File: src/rtl/hit_judge.sv
// Four-column hit judge: turns each accepted press edge into a one-cycle row
// judgment and tracks judged lights in the bottom rows so unjudged exits are reported.
module hit_judge #(
    parameter int LOCKOUT = 4
) (
    input  logic        clk,
    input  logic        reset,
    input  logic [3:0]  key,
    input  logic [63:0] lights,
    input  logic        tick,
    output logic [63:0] user_entries,
    output logic [3:0]  light_lost,
    output logic [3:0]  empty_press
);
    localparam int NCOL   = 4;
    localparam int ROWS   = 16;
    localparam int LOCK_W = 3;
    localparam logic [LOCK_W-1:0] LOCK_LOAD = LOCK_W'(LOCKOUT);

    generate
        for (genvar gi = 0; gi < NCOL; gi++) begin : g_col
            logic [ROWS-1:0]   col_lights;
            logic              key_q;
            logic [LOCK_W-1:0] lock_cnt_q;
            logic [LOCK_W-1:0] lock_cnt_d;
            logic              press_edge;
            logic [ROWS-1:0]   miss_row;
            logic [ROWS-1:0]   judge_d;
            logic              empty_d;
            logic              m13_q, m14_q, m15_q;
            logic              m13_d, m14_d, m15_d;
            logic              lost_d;
            logic [ROWS-1:0]   entries_q;
            logic              empty_q;
            logic              lost_q;

            assign col_lights = lights[ROWS*gi +: ROWS];
            assign press_edge = key[gi] & ~key_q & (lock_cnt_q == '0);

            // Highest lit row among the early rows; later iterations override earlier ones.
            always_comb begin
                miss_row = '0;
                for (int r = 0; r <= 12; r++) begin
                    if (col_lights[r]) begin
                        miss_row    = '0;
                        miss_row[r] = 1'b1;
                    end
                end
            end

            always_comb begin
                judge_d = '0;
                empty_d = 1'b0;
                if (press_edge) begin
                    if (col_lights[14]) begin
                        judge_d[14] = 1'b1;
                    end else if (col_lights[15]) begin
                        judge_d[15] = 1'b1;
                    end else if (col_lights[13]) begin
                        judge_d[13] = 1'b1;
                    end else if (|col_lights[12:0]) begin
                        judge_d = miss_row;
                    end else begin
                        empty_d = 1'b1;
                    end
                end
            end

            always_comb begin
                lock_cnt_d = lock_cnt_q;
                if (press_edge) begin
                    lock_cnt_d = LOCK_LOAD;
                end else if (lock_cnt_q != '0) begin
                    lock_cnt_d = lock_cnt_q - LOCK_W'(1);
                end
            end

            // Marks follow the board: on tick a fresh judgment lands one row further down,
            // and a row-15 judgment leaves the board together with its light.
            always_comb begin
                if (tick) begin
                    m13_d  = 1'b0;
                    m14_d  = m13_q | judge_d[13];
                    m15_d  = m14_q | judge_d[14];
                    lost_d = col_lights[15] & ~m15_q & ~judge_d[15];
                end else begin
                    m13_d  = m13_q | judge_d[13];
                    m14_d  = m14_q | judge_d[14];
                    m15_d  = m15_q | judge_d[15];
                    lost_d = 1'b0;
                end
            end

            always_ff @(posedge clk) begin
                if (reset) begin
                    key_q      <= 1'b1;
                    lock_cnt_q <= '0;
                    m13_q      <= 1'b0;
                    m14_q      <= 1'b0;
                    m15_q      <= 1'b0;
                    entries_q  <= '0;
                    empty_q    <= 1'b0;
                    lost_q     <= 1'b0;
                end else begin
                    key_q      <= key[gi];
                    lock_cnt_q <= lock_cnt_d;
                    m13_q      <= m13_d;
                    m14_q      <= m14_d;
                    m15_q      <= m15_d;
                    entries_q  <= judge_d;
                    empty_q    <= empty_d;
                    lost_q     <= lost_d;
                end
            end

            assign user_entries[ROWS*gi +: ROWS] = entries_q;
            assign empty_press[gi]               = empty_q;
            assign light_lost[gi]                = lost_q;
        end
    endgenerate
endmodule

File: config.mk
export PLATFORM = sky130hd
export DESIGN_NAME = hit_judge
export DESIGN_NICKNAME = d
export VERILOG_FILES = /design/src/rtl/hit_judge.sv
export SDC_FILE = /design/constraint.sdc
export NUM_CORES = 1
export LEC_CHECK = 0
export ABC_AREA = 1
export ABC_CLOCK_PERIOD_IN_PS = 2900
export CORE_MARGIN = 2
export CORE_UTILIZATION = 50
export CTS_CLUSTER_DIAMETER = 30
export CTS_CLUSTER_SIZE = 16
export DETAILED_ROUTE_END_ITERATION = 8
export HOLD_SLACK_MARGIN = 0.12
export PLACE_DENSITY = 0.86
export RECOVER_POWER = 25
export SLEW_MARGIN = 5
export SYNTH_ARGS = -nofsm -noshare
export SYNTH_HDL_FRONTEND = slang
export SYNTH_SLANG_ARGS = --single-unit
File: constraint.sdc
create_clock -name clk -period 2.9 [get_ports clk]
set_input_delay 0.58 -clock clk [delete_from_list [all_inputs] [get_ports clk]]
set_output_delay 0.58 -clock clk [all_outputs]
set_load 0.02 [all_outputs]
* After elaboration in Yosys (flattened, before gate mapping)
Cells that the tools add are included.
** Storage, ports and cells
- Output and inout bits :: 72
- Bits of input ports :: 71
- Register bits after elaboration :: 100
- Word-level logic and storage cells :: 331
** Cells by class
- $add $sub $neg :: 4
- Bitwise gates (word level) :: 49
- Muxes and demuxes :: 112
- Reduce and logical (&&, ||, !) cells :: 78
** Operators by type and width (number)
- 16-bit two-way mux :: 56
- 13-bit OR reduction :: 8
- 18-bit OR reduction :: 4
- 17-bit OR reduction :: 4
- 16-bit OR reduction :: 4
- 15-bit two-way mux :: 4
- 15-bit OR reduction :: 4
- 14-bit two-way mux :: 4
- 14-bit OR reduction :: 4
- 13-bit two-way mux :: 4
- 12-bit OR reduction :: 4
- 11-bit OR reduction :: 4
- 10-bit OR reduction :: 4
- 9-bit OR reduction :: 4
- 1-bit two-way mux :: 32
- 8-bit OR reduction :: 4
- 7-bit OR reduction :: 4
- 3-bit two-way mux :: 8
- 6-bit OR reduction :: 4
- 1-bit inverter :: 21
- 5-bit OR reduction :: 4
- 1-bit bitwise AND :: 16
- 3-bit zero test :: 4
- 1-bit OR :: 12
- 5 further kinds :: 22

* Logic depth before layout (Yosys ltp)
Gate-level depths: netlist (run 1).
- Depth after elaboration :: 20
- Gate-level depth with buffers :: 8
- Mapped depth without buffers :: 8

* Worst setup path after synthesis (run 1)
Ideal clock, no wire load.
- Kind :: in2reg
- Start :: input lights[48]
- End :: register g_col[3].entries_q[10]
- Data required time :: 2.788 ns
- Path buffers :: 1
- Slack :: 1.592 ns
- Cell stages on the path :: 6
- Setup time :: 0.112 ns
- Data arrival time :: 1.196 ns
- Path through :: or2_0 -> nor2_1 -> nand2_1 -> nand2_2 -> buf_4 -> nor2_1
** On the way
- Cells in the longest elaborated chain, start to end :: 3
** Ends and longest elaborated chain
- start, declared :: RTL line 9 : input logic [63:0] lights,
- 13-bit OR reduction :: RTL line 61 : end else if (|col_lights[12:0]) begin
- 1-bit inverter (no line)
- 8-bit OR reduction (no line)
- end signal, assigned :: RTL line 110 : entries_q <= judge_d;
- end, declared :: RTL line 33 : logic [ROWS-1:0] entries_q;
Every way passes these cells.
A chain may end at the register's enable or synchronous reset.

* Final worst setup path (run 1)
- Start :: input reset
- End :: register g_col[1].empty_q
** On the way
- Cells in the longest elaborated chain, start to end :: 1
** Ends and longest elaborated chain
- start, declared :: RTL line 7 : input logic reset,
- 5-bit OR reduction (no line)
- end signal, assigned :: RTL line 111 : empty_q <= empty_d;
- end, declared :: RTL line 34 : logic empty_q;
Every way passes these cells.

==> results of run 1 <==
## cell type report
cell class	count	area, um2
sequential	100	2000
clock inverter	5	77.6
tap	108	135
inverter	70	263
fill	690	2630
timing repair buffer	144	1440
clock buffer	10	128
multi-input combinational	425	1920
## cells in the mapped netlist
cell type,count,area share [%]
buf_2,3,0.34
buf_6,6,1.5
nor3_1,21,2.4
o21ai_0,8,0.91
nand2_2,6,0.86
inv_1,69,5.9
nand2_1,144,12
nor2_8,1,0.46
or2_0,3,0.43
nand2_4,2,0.51
nor2_2,9,1.3
a21oi_1,12,1.4
or2_1,2,0.29
xnor2_1,4,0.80
nor3b_1,4,0.68
buf_4,10,1.7
nor2_4,5,1.3
clkbuf_1,1,0.086
ha_1,8,2.3
or2_2,6,0.86
nor2_1,146,12
dfxtp_1,100,46
inv_2,1,0.086
nand3_1,34,3.9
nand3b_1,5,0.86
nand4_1,5,0.71
## flip-flops by register name, summed over array words and instances (netlist names)
signal,flops
g_col.key_q,4
g_col.m15_q,4
g_col.m13_q,4
g_col.lost_q,4
g_col.empty_q,4
g_col.m14_q,4
g_col.entries_q,64
g_col.lock_cnt_q,12
## worst register-to-register path, stage by stage, from the launching register on
cell     delay, ns
dfxtp_1       0.32
inv_1         0.10
ha_1          0.16
nand2_1       0.13
nor2_1        0.42
nand2_1       0.36
nor2_1        0.18
## routing by layer
| layer | GRT usage [%] | wire, um |
|---|---|---|
| met3 | 4.17 | 535 |
| met1 | 25.7 | 4540 |
| met5 | 0 | 0 |
| met4 | 13.0 | 457 |
| met2 | 42.7 | 5660 |
## per-stage QoR
stage	utilization (%)	total power [uW]	hold slack [ns]
floorplan	-	1970	0.436
global placement	67.4	2150	0.443
detailed placement	67.4	2200	0.452
CTS	69.8	3120	0.464
global route	69.4	3240	0.492
finish	69.4	3100	0.463
## cell usage in the layout, fill, tap and decap left out
cell type,count
dlygate4sd3_1,2
bufinv_16,2
xnor2_1,4
nand2_4,2
or2_0,3
nand3_1,34
ha_1,8
or2_2,6
buf_4,2
nand2_2,3
or2_1,2
nor2_4,3
clkinv_2,2
inv_1,70
a21oi_1,12
nor2_2,9
clkbuf_8,9
clkdlybuf4s50_1,140
nor3b_1,4
clkinvlp_4,1
nand2_1,147
o21ai_0,8
nor3_1,21
dfxtp_1,100
nand4_1,5
nor2_1,149
clkbuf_1,1
nand3b_1,5
## worst min path at each step
stage	to	slack, ns	cells after the start
after floorplan	g_col[0].m13_q	0.44	2
after global placement	g_col[0].m13_q	0.44	2
after detailed placement	g_col[1].m13_q	0.45	2
after CTS	g_col[1].m13_q	0.46	2
after global routing	g_col[0].m13_q	0.49	2
final	g_col[3].m13_q	0.46	2
## logic make-up (layout without fill, tap and decap cells)
kind of cell | after synthesis | in the layout | synth area share, %
AO/OA/AOI/OAI | 20 | 20 | 2.28
XOR/XNOR | 4 | 4 | 0.799
adder cells (fa/ha/maj) | 8 | 8 | 2.28
buffers and inverters | 90 | 229 | 9.67
flip-flops | 100 | 100 | 45.6
AND/OR/NAND/NOR | 393 | 393 | 39.3
## power groups by stage
stage,sequential [uW],clock (uW),combinational [uW]
3_5_place_dp,1510,0,692
6_report,1480,939,681
2_1_floorplan,1510,0,465
4_1_cts,1480,942,700
5_1_grt,1480,995,761
3_3_place_gp,1500,0,647
==> metrics.txt, run 1 <==
status=completed; DP Wirelength=8.50 mm; required time of the critical path=3.18 ns; via count=4,277; switching share of power=28.7%; sequential fraction of the synthesis area=45.6%; I/O Buffers=142; initial antenna violation count=0; worst reg2reg setup slack=between 1 and 1.5 ns; combinational fraction of design power=22.0%; Reg power frac=47.7%; Clock Skew=0.0101 ns; worst setup path startpoint=reset; LEAKAGE=0.00237 uW; Buf+Inv Stages, Crit Path=2; pwr/cell area=520 nW/um2; Hold Buf Count CTS=0; WL final=11.2 mm; Non-Filler Instances=~860; antenna cells=0; CP top delay family=buffers and inverters; final worst path period need=2.25 ns; die area=9540 um2; sequence of cells on the critical path=dlygate4sd3_1, inv_1, nand2_1, nor3_1; Psw=888 uW; CTS tree=built; Initial DRC Count=~170; Top Ports=143; Layout area overhead=35.9%; reg2reg path depth=6; vias in the first global route=between 4k and 5k; Longest Clk Path Bufs=2; Slew Limit Headroom=31.1%; synth warn=0; Pins Over Slew Limit=0; Cell Int Power=approximately 2200 uW; Inst Count DP=approximately 850; Rows=34; Clock Latency Late Sink=0.36 ns; # resized after CTS=0; vias per std cell=4.96; clock sinks=100; Crit path arrival time=2.54 ns; Final Hold Viols=0; Place WS=0.778 ns; gpl congestion=0.942; max cap viols=0; share of layout cells above drive strength 1=5.17%; die outline height=just under 100 um; Core Box Area=about 8600 um2; Worst path depth=4; Reg clk slew, reported paths=0.09 ns; WS Path Type=input pin to flop; min-delay src=g_col[3].m13_q; worst reg2reg path startpoint=g_col[3].lock_cnt_q[0]; largest net degree at the start of global routing=31; Crit path largest cell delay=0.77 ns; DP Area=5800 um2; Startpoint Class=input pin; DR pass1 iterations=4; worst vdd ir=0.313 mV; Worst Path Max Fanout=30; design area=roughly 6000 um2; synthesized area=4390 um2; Clock Tree Root=clkbuf_8; upper clock frequency limit=around 440 MHz; DRC Markers=0; total CTS buffers=9; Synth cell types=26; final cycle utilization of the critical path=slightly below 80%; R2R Path End=g_col[3].entries_q[4]; wire per inst=13.0 um; Final #Nets=~830; Worst Hold Class=flop to flop; first-pass GRT wire length=around 18 mm; unrepaired setup endpoints after global routing=no; crit path to=g_col[1].empty_q; endpoints failing setup=0; Yosys reg bits=100; setup repair bufs after CTS=0; critical path endpoint category=flop; Die W=97.7 um; final worst slack=0.649 ns; All-Layer GR Usage=23.5%; Syn Area/Cell=7.13 um2; clock power share=30.3%; ANT nets after route=0; GRT overflow=0; Starting Density=51.0%; Slowest-stage cell, CP=inv_1; slew of the pin with the lowest slew margin=1.03 ns; setup TNS=0 ns; H-tree Lvls=3; Post-Synthesis Cells=615; syn_nets=694
Power figures use the tool's default switching activity.
==> run 2, diff against run 1 <==
- ABC_CLOCK_PERIOD_IN_PS: 2900 -> 2200
- CORE_UTILIZATION: 50 -> 46
- PLACE_DENSITY: 0.86 -> 0.8
- clock period: 2.9 -> 2.2 ns (I/O delays scaled with it)
==> metrics.txt, run 2 (synthesis gave the netlist of run 1 again) <==
number of fill cells=777 (+13%); Reg clk slew, reported paths=0.09 ns (about the same); All-Layer GR Usage=20.9% (-2.6 points); DP Wirelength=8.27 mm (-2.7%); Reg power frac=50.0% (+2.3 points); I/O Buffers=142 (unchanged); Rows=35 (+2.9%); Starting Density=47.5% (-3.6 points); Clock Latency Late Sink=0.36 ns (about the same); ANT nets after route=0 (unchanged); Hold Buf Count CTS=0 (unchanged); required time of the critical path=1.76 ns (-1.42 ns); hold slack=0.460 ns (-0.00299 ns); Slowest-stage cell, CP=clkdlybuf4s50_1; design area=5980 um2 (+0.34%); Final Hold Viols=0 (unchanged); Slew Limit Headroom=67.3% (+36 points); share of layout cells above drive strength 1=4.64% (-0.53 points); Hold Path Stages=2 (unchanged); DRC Markers=0 (unchanged); slew of the pin with the lowest slew margin=0.490 ns (-0.543 ns); worst setup path startpoint=g_col[3].entries_q[13]; antenna cells=0 (unchanged); via count=4,199 (-1.8%); Place WS=0.269 ns (-0.509 ns); commonest cells after routing, fill and taps aside=150 x nor2_1, 149 x nand2_1, 141 x clkdlybuf4s50_1, 100 x dfxtp_1, 70 x inv_1; Biggest register=g_col.entries_q; Final #Nets=829 (unchanged); final worst slack=0.437 ns (-0.212 ns); Buf+Inv Stages, Crit Path=1 (-1); Top Ports=143 (unchanged); DR pass1 iterations=4 (unchanged); pwr/cell area=651 nW/um2 (+25%); H-tree Lvls=3 (unchanged); vias in the first global route=3,926 (-7.2%); sequence of cells on the critical path=clkdlybuf4s50_1; met1 Track Usage GR=24.7% (-1.0 points); clock sinks=100 (unchanged); Crit path arrival time=1.32 ns (-1.22 ns); Clock Skew=0.0109 ns (+0.000793 ns); Layout area overhead=36.4%; total CTS buffers=9 (unchanged); reg2reg path depth=6 (unchanged); die outline height=102 um (+4.1%); die area=10,300 um2 (+8.3%); combinational fraction of design power=21.5% (-0.5 points); min-delay src=g_col[0].m13_q; Top Registers=g_col.entries_q x64, g_col.lock_cnt_q x12; Worst path depth=1 (-3); setup repair bufs after CTS=0 (unchanged); CTS tree=built; Core Box Area=9240 um2 (+7.5%); Cell Int Power=2790 uW (+26%); # resized after CTS=0 (unchanged); GRT overflow=0 (unchanged); DP Area=5850 um2 (+0.89%); upper clock frequency limit=567 MHz; vias per std cell=4.76 (-4.2%); max cap viols=0 (unchanged); Worst Hold Class=flop to flop; final cycle utilization of the critical path=80.2%; Startpoint Class=flop; Initial DRC Count=139 (-19%); Clock Tree Root=clkbuf_8; first-pass GRT wire length=17.1 mm (-7.2%); Largest register FFs=64 (unchanged); final worst path period need=1.76 ns; Die W=102 um (+4.1%); worst vdd ir=0.354 mV (+13%); largest net degree at the start of global routing=34 (+9.7%); LEAKAGE=0.00238 uW (+0.18%); critical path endpoint category=output port; CP top delay family=buffers and inverters; most used routing layer=met2; GR Util met2=36.9% (-5.8 points); gpl congestion=0.902 (-4.3%); Psw=1100 uW (+24%); Crit path largest cell delay=0.64 ns (-0.13 ns); initial antenna violation count=0 (unchanged); Longest Clk Path Bufs=2 (unchanged); routing usage on met3=4.00% (-0.17 points); unrepaired setup endpoints after global routing=no; Worst Path Max Fanout=1 (-97%); WS Path Type=flop to output port; wire per inst=12.0 um (-7.7%); Pins Over Slew Limit=0 (unchanged); commonest non-fill, non-tap cell in the layout=nor2_1; clock power share=28.6% (-1.7 points); worst reg2reg path startpoint=g_col[0].lock_cnt_q[0]; WL final=10.6 mm (-5.4%); status=completed; switching share of power=28.3% (-0.32 points); endpoints failing setup=0 (unchanged); final core occ=64.7% (-4.6 points); setup TNS=0 ns (unchanged)
-- run 2: power by group through the flow --
stage	Combinational (uW)	Clock, uW	Sequential, uW
floorplan	613	0	1990
global placement	849	0	1980
detailed placement	897	0	1990
CTS	901	1140	1940
global route	947	1220	1960
finish	835	1110	1950
-- run 2: final timing paths --
kind	end	slack [ns]
worst max register to register	g_col[0].entries_q[3]	0.65
worst max-delay path	user_entries[61]	0.44
worst min register to register	g_col[0].m13_q	0.46
worst min-delay path	g_col[0].m13_q	0.46
-- run 2: per-stage QoR --
stage / power (uW) / std cells
after global placement: 2830 / 868
after detailed placement: 2880 / 868
final: 3890 / 883
after CTS: 3990 / 883
after global routing: 4120 / 883
after floorplan: 2600 / 615
-- run 2: area by class of cell --
type | count | area (um2) | area share (%)
Sequential cell | 100 | 2000 | 33.5
Multi-Input combinational cell | 425 | 1910 | 32.0
Timing Repair Buffer | 144 | 1460 | 24.4
Inverter | 70 | 263 | 4.39
Tap cell | 129 | 161 | 2.70
Clock buffer | 11 | 131 | 2.20
Clock inverter | 4 | 51.3 | 0.858
-- run 2: routing by layer --
layer  wire length [um]  vias up
met5                  0        -
met4                228        0
met3                624       23
met2               5260      129
met1               4470     1903
li1                   -     2144
